--- config.mk ---
export PLATFORM = sky130hd
export DESIGN_NAME = program_loader
export DESIGN_NICKNAME = d
export VERILOG_FILES = /design/src/rtl/program_loader_pkg.sv /design/src/rtl/loader_csum.sv /design/src/rtl/program_loader.sv
export SDC_FILE = /design/constraint.sdc
export NUM_CORES = 1
export LEC_CHECK = 0
export ABC_AREA = 1
export BUFFER_PORTS_ARGS = -buffer_cell sky130_fd_sc_hd__buf_2
export CAP_MARGIN = 40
export CORE_UTILIZATION = 50
export DETAILED_ROUTE_END_ITERATION = 10
export PLACE_DENSITY = 0.75
export SYNTH_ARGS = -nofsm -noshare
export SYNTH_HDL_FRONTEND = slang
export SYNTH_SLANG_ARGS = --single-unit
--- constraint.sdc ---
create_clock -name clk -period 1.45 [get_ports clk]
set_input_delay 0.29 -clock clk [delete_from_list [all_inputs] [get_ports clk]]
set_output_delay 0.29 -clock clk [all_outputs]
set_load 0.005 [all_outputs]
--- src/rtl/program_loader_pkg.sv ---
// Shared definitions for the program loader: FSM state encoding,
// frame delimiter default, COUNT byte field positions and memory widths.
// Imported by program_loader and loader_csum.
package program_loader_pkg;

    // Loader FSM states, in frame order
    typedef enum logic [2:0] {
        ST_HUNT  = 3'd0,
        ST_COUNT = 3'd1,
        ST_INS   = 3'd2,
        ST_DATA  = 3'd3,
        ST_WRITE = 3'd4,
        ST_CSUM  = 3'd5,
        ST_RUN   = 3'd6
    } state_t;

    // Default frame delimiter
    localparam logic [7:0] DEFAULT_START_BYTE = 8'hA5;

    // COUNT byte layout: [3:0] = N-1, [7:4] reserved (must be zero)
    localparam int COUNT_N_LSB    = 0;
    localparam int COUNT_N_MSB    = 3;
    localparam int COUNT_RSVD_LSB = 4;
    localparam int COUNT_RSVD_MSB = 7;

    // Computer memory port widths
    localparam int ADDR_W = 4;
    localparam int INS_W  = 8;
    localparam int DIN_W  = 4;

    // States in which the loader is waiting on a frame byte
    function automatic logic takes_bytes(input state_t s);
        return (s == ST_HUNT) || (s == ST_COUNT) || (s == ST_INS) ||
               (s == ST_DATA) || (s == ST_CSUM);
    endfunction

endpackage

--- src/rtl/loader_csum.sv ---
// Purpose: 8-bit XOR accumulator over frame bytes, with synchronous clear.
// Latency: sum reflects a byte one cycle after en; clear takes effect next cycle.
// Backpressure: none; the caller decides when a byte counts via en.
module loader_csum
    import program_loader_pkg::*;
(
    input  logic       clk,
    input  logic       rst,
    input  logic       clr,
    input  logic       en,
    input  logic [7:0] din,
    output logic [7:0] sum
);

    // Accumulate XOR of accepted bytes; clear has priority
    always_ff @(posedge clk or negedge rst) begin
        if (!rst) begin
            sum <= 8'h00;
        end else if (clr) begin
            sum <= 8'h00;
        end else if (en) begin
            sum <= sum ^ din;
        end
    end

endmodule

--- src/rtl/program_loader.sv ---
// Purpose: receive a program frame over valid/ready and write it into the 4-bit computer's memories, then release it.
// Latency: each {INS,DATA} pair takes >=3 cycles (INS, DATA, WRITE); core_load drops 1 cycle after CSUM is accepted.
// Backpressure: s_ready low in WRITE, RUN and during reset; optional inter-byte timeout under LOADER_TIMEOUT_EN.
module program_loader
    import program_loader_pkg::*;
#(
    parameter logic [7:0] START_BYTE = DEFAULT_START_BYTE
`ifdef LOADER_TIMEOUT_EN
    ,
    parameter int TIMEOUT_CYC = 255
`endif
)
(
    input  logic              clk,
    input  logic              rst,
    input  logic [7:0]        s_data,
    input  logic              s_valid,
    output logic              s_ready,
    input  logic              reload,
    output logic              core_load,
    output logic [ADDR_W-1:0] ld_address,
    output logic [INS_W-1:0]  ld_ins,
    output logic [DIN_W-1:0]  ld_din,
    output logic              ld_we,
    output logic              done,
    output logic              err
);

    state_t            state;
    state_t            state_nxt;
    logic              armed;
    logic              accept;
    logic              in_frame;
    logic              timeout;
    logic [ADDR_W-1:0] cnt_n;
    logic [ADDR_W-1:0] idx;
    logic [7:0]        csum_sum;

    // FSM control strobes
    logic csum_clr;
    logic csum_en;
    logic err_set;
    logic err_clr;
    logic cnt_latch;
    logic ins_latch;
    logic din_latch;
    logic idx_clr;
    logic idx_inc;

    // armed is low throughout reset so s_ready cannot assert until reset is released
    always_ff @(posedge clk or negedge rst) begin
        if (!rst) begin
            armed <= 1'b0;
        end else begin
            armed <= 1'b1;
        end
    end

    assign s_ready   = armed & takes_bytes(state);
    assign accept    = s_valid & s_ready;
    assign in_frame  = (state == ST_COUNT) || (state == ST_INS) ||
                       (state == ST_DATA)  || (state == ST_CSUM);
    assign ld_we     = (state == ST_WRITE);
    assign core_load = (state != ST_RUN);
    assign done      = (state == ST_RUN);

`ifdef LOADER_TIMEOUT_EN
    localparam logic [7:0] TO_LAST = 8'(TIMEOUT_CYC - 1);
    logic [7:0] to_cnt;

    assign timeout = in_frame & ~accept & (to_cnt == TO_LAST);

    // Count stalled cycles mid-frame; any accepted byte or leaving the frame restarts it
    always_ff @(posedge clk or negedge rst) begin
        if (!rst) begin
            to_cnt <= 8'h00;
        end else if (!in_frame || accept || timeout) begin
            to_cnt <= 8'h00;
        end else begin
            to_cnt <= to_cnt + 8'h01;
        end
    end
`else
    assign timeout = 1'b0;
`endif

    // State register
    always_ff @(posedge clk or negedge rst) begin
        if (!rst) begin
            state <= ST_HUNT;
        end else begin
            state <= state_nxt;
        end
    end

    // Next-state and datapath strobes
    always_comb begin
        state_nxt = state;
        csum_clr  = 1'b0;
        csum_en   = 1'b0;
        err_set   = 1'b0;
        err_clr   = 1'b0;
        cnt_latch = 1'b0;
        ins_latch = 1'b0;
        din_latch = 1'b0;
        idx_clr   = 1'b0;
        idx_inc   = 1'b0;
        case (state)
            ST_HUNT: begin
                if (accept && (s_data == START_BYTE)) begin
                    state_nxt = ST_COUNT;
                    csum_clr  = 1'b1;
                    err_clr   = 1'b1;
                    idx_clr   = 1'b1;
                end
            end
            ST_COUNT: begin
                if (accept) begin
                    if (s_data[COUNT_RSVD_MSB:COUNT_RSVD_LSB] != 4'h0) begin
                        err_set   = 1'b1;
                        state_nxt = ST_HUNT;
                    end else begin
                        cnt_latch = 1'b1;
                        csum_en   = 1'b1;
                        state_nxt = ST_INS;
                    end
                end
            end
            ST_INS: begin
                if (accept) begin
                    ins_latch = 1'b1;
                    csum_en   = 1'b1;
                    state_nxt = ST_DATA;
                end
            end
            ST_DATA: begin
                if (accept) begin
                    din_latch = 1'b1;
                    csum_en   = 1'b1;
                    state_nxt = ST_WRITE;
                end
            end
            ST_WRITE: begin
                if (idx == cnt_n) begin
                    state_nxt = ST_CSUM;
                end else begin
                    idx_inc   = 1'b1;
                    state_nxt = ST_INS;
                end
            end
            ST_CSUM: begin
                if (accept) begin
                    if (s_data == csum_sum) begin
                        state_nxt = ST_RUN;
                    end else begin
                        err_set   = 1'b1;
                        state_nxt = ST_HUNT;
                    end
                end
            end
            ST_RUN: begin
                if (reload) begin
                    state_nxt = ST_HUNT;
                end
            end
            default: begin
                state_nxt = ST_HUNT;
            end
        endcase
        // A stall timeout only fires on a cycle with no transfer, so no latch strobe is active here
        if (timeout) begin
            state_nxt = ST_HUNT;
            err_set   = 1'b1;
        end
    end

    // Word count, index, memory-port registers and sticky error
    always_ff @(posedge clk or negedge rst) begin
        if (!rst) begin
            cnt_n      <= '0;
            idx        <= '0;
            ld_address <= '0;
            ld_ins     <= '0;
            ld_din     <= '0;
            err        <= 1'b0;
        end else begin
            if (cnt_latch) begin
                cnt_n <= s_data[COUNT_N_MSB:COUNT_N_LSB];
            end
            if (idx_clr) begin
                idx <= '0;
            end else if (idx_inc) begin
                idx <= idx + 4'd1;
            end
            if (ins_latch) begin
                ld_ins <= s_data;
            end
            if (din_latch) begin
                ld_din     <= s_data[DIN_W-1:0];
                ld_address <= idx;
            end
            if (err_clr) begin
                err <= 1'b0;
            end else if (err_set) begin
                err <= 1'b1;
            end
        end
    end

    loader_csum u_csum (
        .clk (clk),
        .rst (rst),
        .clr (csum_clr),
        .en  (csum_en),
        .din (s_data),
        .sum (csum_sum)
    );

endmodule
## Yosys cells after proc, flatten, opt, wreduce, memory -nomap -nowiden

Cells that the tools add are included.

- Bits of input ports: 12
- Output and inout bits: 21
- Register bits: 37
- Word-level logic and storage cells: 73

- Equal/unequal tests: 16
- Add/subtract/negate cells: 1
- Reductions and logical operators: 12
- Multiplexer cells: 32
- Bitwise logic cells: 3

Operator list:

| cell | count |
|---|---|
| 2-to-1 mux 3 bit | 8 |
| one-hot mux 3 bit (7 select lines) | 1 |
| 2-to-1 mux 1 bit | 16 |
| 2-to-1 mux 8 bit | 2 |
| != test 2 bit (second input constant) | 5 |
| == test 3 bit (second input constant) | 3 |
| == test 8 bit | 1 |
| == test 8 bit (second input constant) | 1 |
| 2-to-1 mux 4 bit | 2 |
| bitwise XOR 8 bit | 1 |
| == test 3 x 2 -> 1 bit (second input constant) | 2 |
| AND reduction 6 bit | 1 |
| nonzero test 2 bit | 3 |
| adder 4 x 1 -> 4 bit (second input constant) | 1 |
| == test 4 bit | 1 |
| logical OR 1 bit | 4 |
| one-hot mux 1 bit (2 select lines) | 2 |
| nonzero test 4 bit | 1 |
| == test 3 x 1 -> 1 bit (second input constant) | 1 |
| zero test 3 bit | 1 |
| != test 3 bit (second input constant) | 1 |
| bitwise AND 1 bit | 2 |
| 2-to-1 mux 2 bit | 1 |
| != test 2 x 1 -> 1 bit (second input constant) | 1 |
| 2 further kinds | 2 |

## Depth between registers and ports, before layout

Gate-level depths: netlist of the first run.

- Word-level depth: 11
- Gate-level depth with buffers: 9
- Gate-level depth less buffers: 9

## Modules after synthesis

From an unflattened synthesis of the first run, not the netlist that was laid out.

- Cell total of the unflattened synthesis: 248
- Area total of the unflattened synthesis: 1946.9 µm²

Modules (own cells, without submodules):

| module | cells each | area an instance (µm²) | seq. area each (µm²) | instances |
|---|---|---|---|---|
| program_loader | 205 | 1565.3 | 725.7 | 1 |
| loader_csum | 43 | 381.6 | 200.2 | 1 |

## Worst setup path after synthesis of the first run

OpenSTA, ideal clock, no wires.

- Kind: register to register
- Start point: reg state[1]
- End point: reg u_csum.sum[0]
- Slack: 0.136 ns
- Setup time: 0.126 ns
- Cell stages (with the launch flop): 10
- Buffers on the path: 1
- Clock period less this slack: 1.314 ns
- Arrival time: 1.188 ns
- Required time: 1.324 ns
- Cells stage by stage: dfrtp_1 inv_2 nand2_2 nand2_2 nand3_4 nor2_4 nand2_2 buf_6 nand3_1 o21ai_1

- Word-level cells in the longest chain between the ends: 11
- Elaborated cells between the ends (all ways): 20
- Classes of those cells: 4 x eq/ne; 6 x mux; 2 x bitwise; 8 x reduce/logical

RTL lines:

| element | RTL line | RTL |
|---|---|---|
| start, declared | program_loader.sv:29 | `state_t state;` |
| start signal, assigned | program_loader.sv:92 | `state <= state_nxt;` |
| == test 3 x 1 -> 1 bit / zero test 3 bit (equally long branches) | program_loader_pkg.sv:33, program_loader.sv:108 |  |
| logical OR 1 bit (3 in a row) | program_loader_pkg.sv:33 | `return (s == ST_HUNT) \|\| (s == ST_COUNT) \|\| (s == ST_INS) \|\|` |
| logical OR 1 bit | program_loader_pkg.sv:34 | `(s == ST_DATA) \|\| (s == ST_CSUM);` |
| bitwise AND 1 bit | program_loader.sv:59 | `assign s_ready = armed & takes_bytes(state);` |
| bitwise AND 1 bit | program_loader.sv:60 | `assign accept = s_valid & s_ready;` |
| logical AND 1 bit | program_loader.sv:110 | `if (accept && (s_data == START_BYTE)) begin` |
| 2-to-1 mux 1 bit | program_loader.sv:110 |  |
| 2-to-1 mux 1 bit | program_loader.sv:108 | `case (state)` |
| 2-to-1 mux 8 bit / nonzero test 2 bit (equally long branches) | -- |  |
| end signal, assigned | loader_csum.sv:22 | `sum <= sum ^ din;` |
| end, declared | loader_csum.sv:12 | `output logic [7:0] sum` |

Several ways; a longest one is shown, not always the timed one.
A chain may end at the register's enable or synchronous reset.

## Final worst setup path of the first run

- Start point: reg state[2]
- End point: out s_ready

- Word-level cells in the longest chain between the ends: 6
- Elaborated cells between the ends (all ways): 10
- Classes of those cells: 4 x eq/ne; 1 x bitwise; 5 x reduce/logical

RTL lines:

| element | RTL line | RTL |
|---|---|---|
| == test 3 x 1 -> 1 bit / zero test 3 bit (equally long branches) | program_loader_pkg.sv:33 |  |
| logical OR 1 bit (3 in a row) | program_loader_pkg.sv:33 |  |
| logical OR 1 bit (*) | program_loader_pkg.sv:34 |  |
| bitwise AND 1 bit (*) | program_loader.sv:59 |  |
| end, declared | program_loader.sv:18 | `output logic s_ready,` |

Every way passes the cells marked *; elsewhere a longest branch is shown, timed or not.

==> results of run 1 <==
==> state kept, by name (all words and copies together) (netlist names) <==
| register | cells |
|---|---|
| u_csum.sum | 8 |
| err | 1 |
| cnt_n | 4 |
| state | 3 |
| ld_ins | 8 |
| idx | 4 |
| armed | 1 |
| ld_din | 4 |
| ld_address | 4 |
==> cells by family (layout without fill, tap and decap cells) <==
| logic type | Yosys count | count (layout) |
|---|---|---|
| buffers and inverters | 34 | 100 |
| AO/OA/AOI/OAI | 36 | 36 |
| adder cells (fa/ha/maj) | 1 | 1 |
| flip-flops | 37 | 37 |
| AND/OR/NAND/NOR | 127 | 127 |
| XOR/XNOR | 5 | 5 |
| other | 1 | 1 |
==> through the flow <==
stage / hold slack (ns) / TNS, ns
CTS: 0.0365 / -0.0360
global placement: 0.355 / 0
finish: 0.0242 / -0.0285
global route: 0.0738 / -0.637
detailed placement: 0.362 / -0.0171
floorplan: -0.00559 / 0
==> area by class of cell <==
cell class / instances / share of cell area (%)
inverter: 29 / 4.40
tap: 48 / 2.37
clock inverter: 1 / 0.346
multi-input combinational: 170 / 36.5
timing repair buffer: 63 / 16.0
clock buffer: 7 / 3.81
sequential: 37 / 36.6
==> report_power, final <==
part / total, W / switching, W / internal [W]
combinational: 0.00142 / 0.000791 / 0.000629
sequential: 0.00154 / 0.000212 / 0.00133
clock: 0.000821 / 0.000383 / 0.000439
==> worst max-delay path: stages, from the launching register on <==
cell	delay, ns
dfrtp_2	0.47
buf_4	0.17
a21boi_1	0.12
buf_2	0.13
==> metal layers <==
| layer | vias to the layer above | share of wire, % | routed length [µm] | track usage [%] |
|---|---|---|---|---|
| li1 | 892 | - | - | - |
| met2 | 46 | 48 | 2030 | 38.7 |
| met4 | 0 | 3.3 | 142 | 11.4 |
| met1 | 787 | 44 | 1900 | 27.7 |
| met3 | 13 | 4.6 | 197 | 4.46 |
| met5 | - | 0 | 0 | 0 |
==> Yosys cell counts (2+ instances only) <==
cell,number
xor2_1,5
o21ai_2,7
nand3_1,20
dfrtp_1,37
nand2_1,78
inv_2,2
o21ai_1,15
a21oi_1,2
buf_6,4
o21ai_0,9
nand3b_1,2
nor2_1,14
nor2_4,2
nor3_1,2
nand2_2,6
inv_1,26
==> path summary, 6_finish.rpt <==
check / startpoint / to / slack, ns / cells past startpoint
worst max-delay path: state[2] / s_ready / -0.01 / 3
worst min-delay path: rst / ld_ins[3] / 0.02 / 2
worst max register to register: state[0] / state[2] / 0.02 / 10
worst min register to register: ld_address[3] / ld_address[3] / 0.47 / 2
max in group asynchronous: rst / state[2] / 1.07 / 2
min in group clk: s_data[7] / ld_ins[7] / 0.29 / 3
==> what timing repair did <==
item / CTS / global route
setup buffers: 7 / 7
hold buffers: 0 / 0
resized for setup: 12 / 17
hold endpoints to repair: 0 / 0
gates cloned: 0 / 0
endpoints found under the setup margin: 8 / 36
pin swaps: 3 / 6
==> results.md, run 1 <==
* Status: finished, violations left
* Failing checks: negative setup slack
* Post-Layout Inst Area at 2530 µm²
* Synth-to-Final Area Change at 30.7%
* Setup crit start kind: flip-flop
* Utilization after layout at 68.6%
* Sequential cell area at 927 µm²
* Largest driver fanout on the critical path at 6
* Unrepaired setup endpoints after global routing: yes
* Final worst path period share at 101%
* Critical setup path kind: flip-flop to output port
* Setup ws final at -0.0129 ns
* Number of distinct library cells after synthesis at 26
* Detailed Routing Iterations Pass 1 at 4
* Fill cell instance count of the final layout at 302
* Most common library cell in the layout ignoring fill and taps: nand2_1
* Min-delay worst type: primary input to async pin
* Yosys warning count at 0
* Synth top area share at 47.8%
* Vias per Instance at 4.90
* Violation count after the first detailed-routing iteration at 79
* TritonCTS clock tree: built
* Number of flops mapped to enable cells by yosys at 0
* Worst setup slack after placement at -0.0107 ns
* Total instance count after detailed placement at 333
* Insertion delay to the later sink of the worst-skew pair at 0.30 ns
* Part of the Yosys area used for sequential elements at 47.8%
* Vertical die dimension at 64.2 µm
* Fraction of synthesized cell area in xor and xnor cells at 2.26%
* Final min period at 1.46 ns
* Area taken by multi-input logic gates at 923 µm²
* Core region area at 3690 µm²
* Antenna violations before repair at 0
* Post-DP HPWL at 2910 µm
* Remaining antenna violation count at 0
* Post-detailed-routing wire length at 4270 µm
* Number of I/O pins at 33
* Arithmetic-cell share of the synthesized area counting full adders, half adders and majority gates at 0.646%
* Combined area of all synthesized cells at 1940 µm²
* Final weighted congestion in routability-driven placement at 0.857
* First-pass GRT wire length at 7080 µm
* Power density over the cells at 1490 nW/µm²
* Critical path required time at 1.16 ns
* Largest net degree at the start of global routing at 38
* Global route total overflow at 0
* Via count of the first global-routing pass at 1603
* Wire length per cell at 12.0 µm
* Largest family of logic cells by synthesized area: simple AND/OR/NAND/NOR gates
* Number of clock sinks seen by CTS at 37
* Number of max-capacitance violations reported at 0
* DRC at 0
* Fraction of the mapped netlist area in compound gates at 11.5%
* Setup-violating endpoint count in the final report at 3
* Share of layout cells above drive strength 1 at 34.9%
* Arrival time at the worst endpoint at 1.17 ns
* Simple-gate share of the synthesized area at 29.1%
* DIE AREA at 4130 µm²
* Total number of vias at 1738
* Non-filler instance count after layout at 355
* Seq cells post-synth at 37
* Diodes inserted at 0
* Standard cell area after detailed placement at 2230 µm²
* Quantity of I/O buffers inserted on ports at 32
* Die extent in x at 64.2 µm
* Proportion of synthesized area in mux cells at 0%
* Fraction of registers with async set/reset at 100%
* Final Max Slew Viols at 0
* Count of endpoints failing hold in the final timing report at 0
* Worst-case clock skew at 0.00549 ns
* Top FF cell, synth: dfrtp_1
* Clk root buf: clkbuf_8
* Synthesized Nets at 254
* Overall Global Routing Usage at 22.9%
* Total power draw at 0.00378 W
* Top cells by area in the synthesized netlist: dfrtp_1 48%, nand2_1 15%, nand3_1 5.2%
* Number of buffers inserted during clock tree synthesis at 5
* Worst-path clk slew at 0.07 ns
* Initial core utilization at 52.5%
* Pleak at 1.39 nW
* Syn Inst Count at 241
* Max IR drop VDD at 1.01 mV
* Cell Rows at 22
* Worst setup EP type: output port
* CTS H-tree depth at 2
* Achievable frequency at 684 MHz
* Highest-count cells in the layout ignoring fill and taps: 72 x nand2_1, 36 x dfrtp_1, 32 x buf_2, 28 x buf_4, 23 x inv_1
* Post-Synthesis Mean Instance Area at 8.04 µm²
* Number of buffers on the longest clock path at 2
* Cell accounting for the most synthesized area: dfrtp_1
* Net count of the finished layout at 319
No activity file was read; power rests on OpenSTA's default activity.
==> run 2, diff against run 1 <==
--- a/config.mk
+++ b/config.mk
@@ -8,9 +8,9 @@
 export ABC_AREA = 1
 export BUFFER_PORTS_ARGS = -buffer_cell sky130_fd_sc_hd__buf_2
 export CAP_MARGIN = 40
-export CORE_UTILIZATION = 50
+export CORE_UTILIZATION = 55
 export DETAILED_ROUTE_END_ITERATION = 10
-export PLACE_DENSITY = 0.75
+export PLACE_DENSITY = 0.81
 export SYNTH_ARGS = -nofsm -noshare
 export SYNTH_HDL_FRONTEND = slang
 export SYNTH_SLANG_ARGS = --single-unit
==> results.md, run 2 (synthesized netlist as in run 1, its figures left out) <==
* Number of cells on the worst reg-to-reg path at 9
* Power density over the cells at 1400 nW/µm²
* Fill cell instance count of the final layout at 247
* Final worst path period share at 106%
* Unrepaired setup endpoints after global routing: yes
* Post-detailed-routing wire length at 4950 µm
* Critical path's largest stage delay at 0.41 ns
* Number of max-capacitance violations reported at 0
* Vias per Instance at 5.15
* Wire length per cell at 13.8 µm
* TritonCTS clock tree: built
* Status: finished, violations left
* Cell Rows at 21
* Share of layout cells above drive strength 1 at 36.4%
* Final-layout setup total negative slack at -0.437 ns
* Initial core utilization at 57.6%
* Core region area at 3360 µm²
* Hold path startpoint: s_data[7]
* Worst-path clk slew at 0.12 ns
* Worst path cell trace: inv_2 -> buf_6 -> nand2_4 -> nor2_4 -> buf_2
* Insertion delay to the later sink of the worst-skew pair at 0.35 ns
* Worst setup EP type: output port
* DIE AREA at 3760 µm²
* Violation count after the first detailed-routing iteration at 117
* Number of buffers inserted during clock tree synthesis at 5
* Worst setup slack after placement at -0.0249 ns
* Arrival time at the worst endpoint at 1.25 ns
* DRC at 0
* Setup-violating endpoint count in the final report at 10
* Worst-case clock skew at 0.0112 ns
* Remaining antenna violation count at 0
* Number of buffers on the longest clock path at 2
* Total number of vias at 1850
* Standard cell with the maximum stage delay on the critical path: dfrtp_1
* Number of I/O pins at 33
* Critical setup path kind: flip-flop to output port
* Detailed Routing Iterations Pass 1 at 4
* Max IR drop VDD at 0.913 mV
* CTS H-tree depth at 2
* Worst Hold End: ld_ins[7]
* Vertical die dimension at 61.3 µm
* Achievable frequency at 648 MHz
* Biggest registers after layout: ld_ins x8, u_csum.sum x8
* Total power draw at 0.00361 W
* Setup crit start kind: flip-flop
* Pleak at 1.41 nW
* Critical path required time at 1.16 ns
* Via count of the first global-routing pass at 1592
* Antenna violations before repair at 0
* First-pass GRT wire length at 6710 µm
* Setup crit start: state[1]
* Final Max Slew Viols at 0
* Quantity of I/O buffers inserted on ports at 32
* Number of clock sinks seen by CTS at 37
* Largest net degree at the start of global routing at 23
* Worst Hold Path Cells at 3
* Synth-to-Final Area Change at 33.4%
* Launching point of the worst reg2reg path: state[2]
* Setup slack on the worst flop-to-flop path at -0.06 ns
* Global route total overflow at 0
* Post-Layout Inst Area at 2580 µm²
* Diodes inserted at 0
* Standard cell area after detailed placement at 2250 µm²
* Net count of the finished layout at 325
* Overall Global Routing Usage at 25.2%
* Largest driver fanout on the critical path at 4
* Final min period at 1.54 ns
* Highest-count cells in the layout ignoring fill and taps: 75 x nand2_1, 36 x dfrtp_1, 31 x buf_2, 28 x buf_4, 22 x inv_1
* Clk root buf: clkbuf_4
* Failing checks: negative setup slack
* Setup ws final at -0.0923 ns
* Final weighted congestion in routability-driven placement at 0.870
* Count of endpoints failing hold in the final timing report at 0
* Min-delay worst type: primary input to flip-flop
* Worst r2r dst: state[2]
* Post-DP HPWL at 3080 µm
* Die extent in x at 61.3 µm
* Most common library cell in the layout ignoring fill and taps: nand2_1
[run 2: changes by cell type in the layout (fill, tap and decap cells not counted), moves of 3 or more]
| cell | change |
|---|---|
| buf_6 | +4 |
| clkbuf_4 | +5 |
| clkbuf_8 | -7 |
| nand2_1 | +3 |
| nor2_4 | +4 |
| o21ai_0 | -3 |
[run 2: power breakdown]
part / switching [W] / total (W) / leakage [nW] / internal (W)
Combinational: 0.000878 / 0.00153 / 0.885 / 0.000654
Sequential: 0.000217 / 0.00154 / 0.489 / 0.00132
Clock: 0.000351 / 0.000536 / 0.0320 / 0.000185
Total: 0.00145 / 0.00361 / 1.41 / 0.00216
[run 2: how the worst max path moves through the flow]
stage,end,slack (ns)
after floorplan,u_csum.sum[0],0.14
after global placement,idx[1],0.04
after detailed placement,u_csum.sum[7],-0.02
after CTS,ld_we,-0.07
after global routing,ld_we,-0.14
final,ld_we,-0.09
[run 2: area by class of cell]
type,count,area (µm²),area share [%]
Sequential cell,37,927,35.9
Tap cell,46,57.6,2.23
Multi-Input combinational cell,171,960,37.1
Timing Repair Buffer,68,474,18.4
Inverter,29,114,4.41
Clock inverter,2,10.0,0.387
Clock buffer,6,41.3,1.60
[run 2: metal layers]
layer / vias up / track usage, % / share of wire, %
met5: - / 0 / 0
met4: 0 / 10.2 / 2.6
met3: 15 / 7.14 / 5.9
met2: 69 / 42.5 / 50
met1: 867 / 30.4 / 41
li1: 899 / - / -
[run 2: what timing repair did]
action / CTS / global route
setup buffers: 12 / 5
endpoints found under the hold margin: 15 / 0
pin swaps: 3 / 13
hold buffers: 1 / 0
gates resized for setup: 15 / 29
gates cloned: 0 / 1
setup endpoints to repair: 18 / 33
[run 2: through the flow]
stage | instances | hold WS [ns] | util, %
finish | 359 | 0.236 | 76.8
global placement | 332 | 0.233 | 66.9
floorplan | 241 | -0.00559 | -
global route | 359 | 0.228 | 76.8
detailed placement | 332 | 0.233 | 66.9
CTS | 353 | 0.221 | 72.5
[run 2: critical path, delay by kind of cell (launching register included)]
kind / cells / cell delay [ns]
buf+inv: 3 / 0.34
flops: 1 / 0.41
simple gates: 2 / 0.14
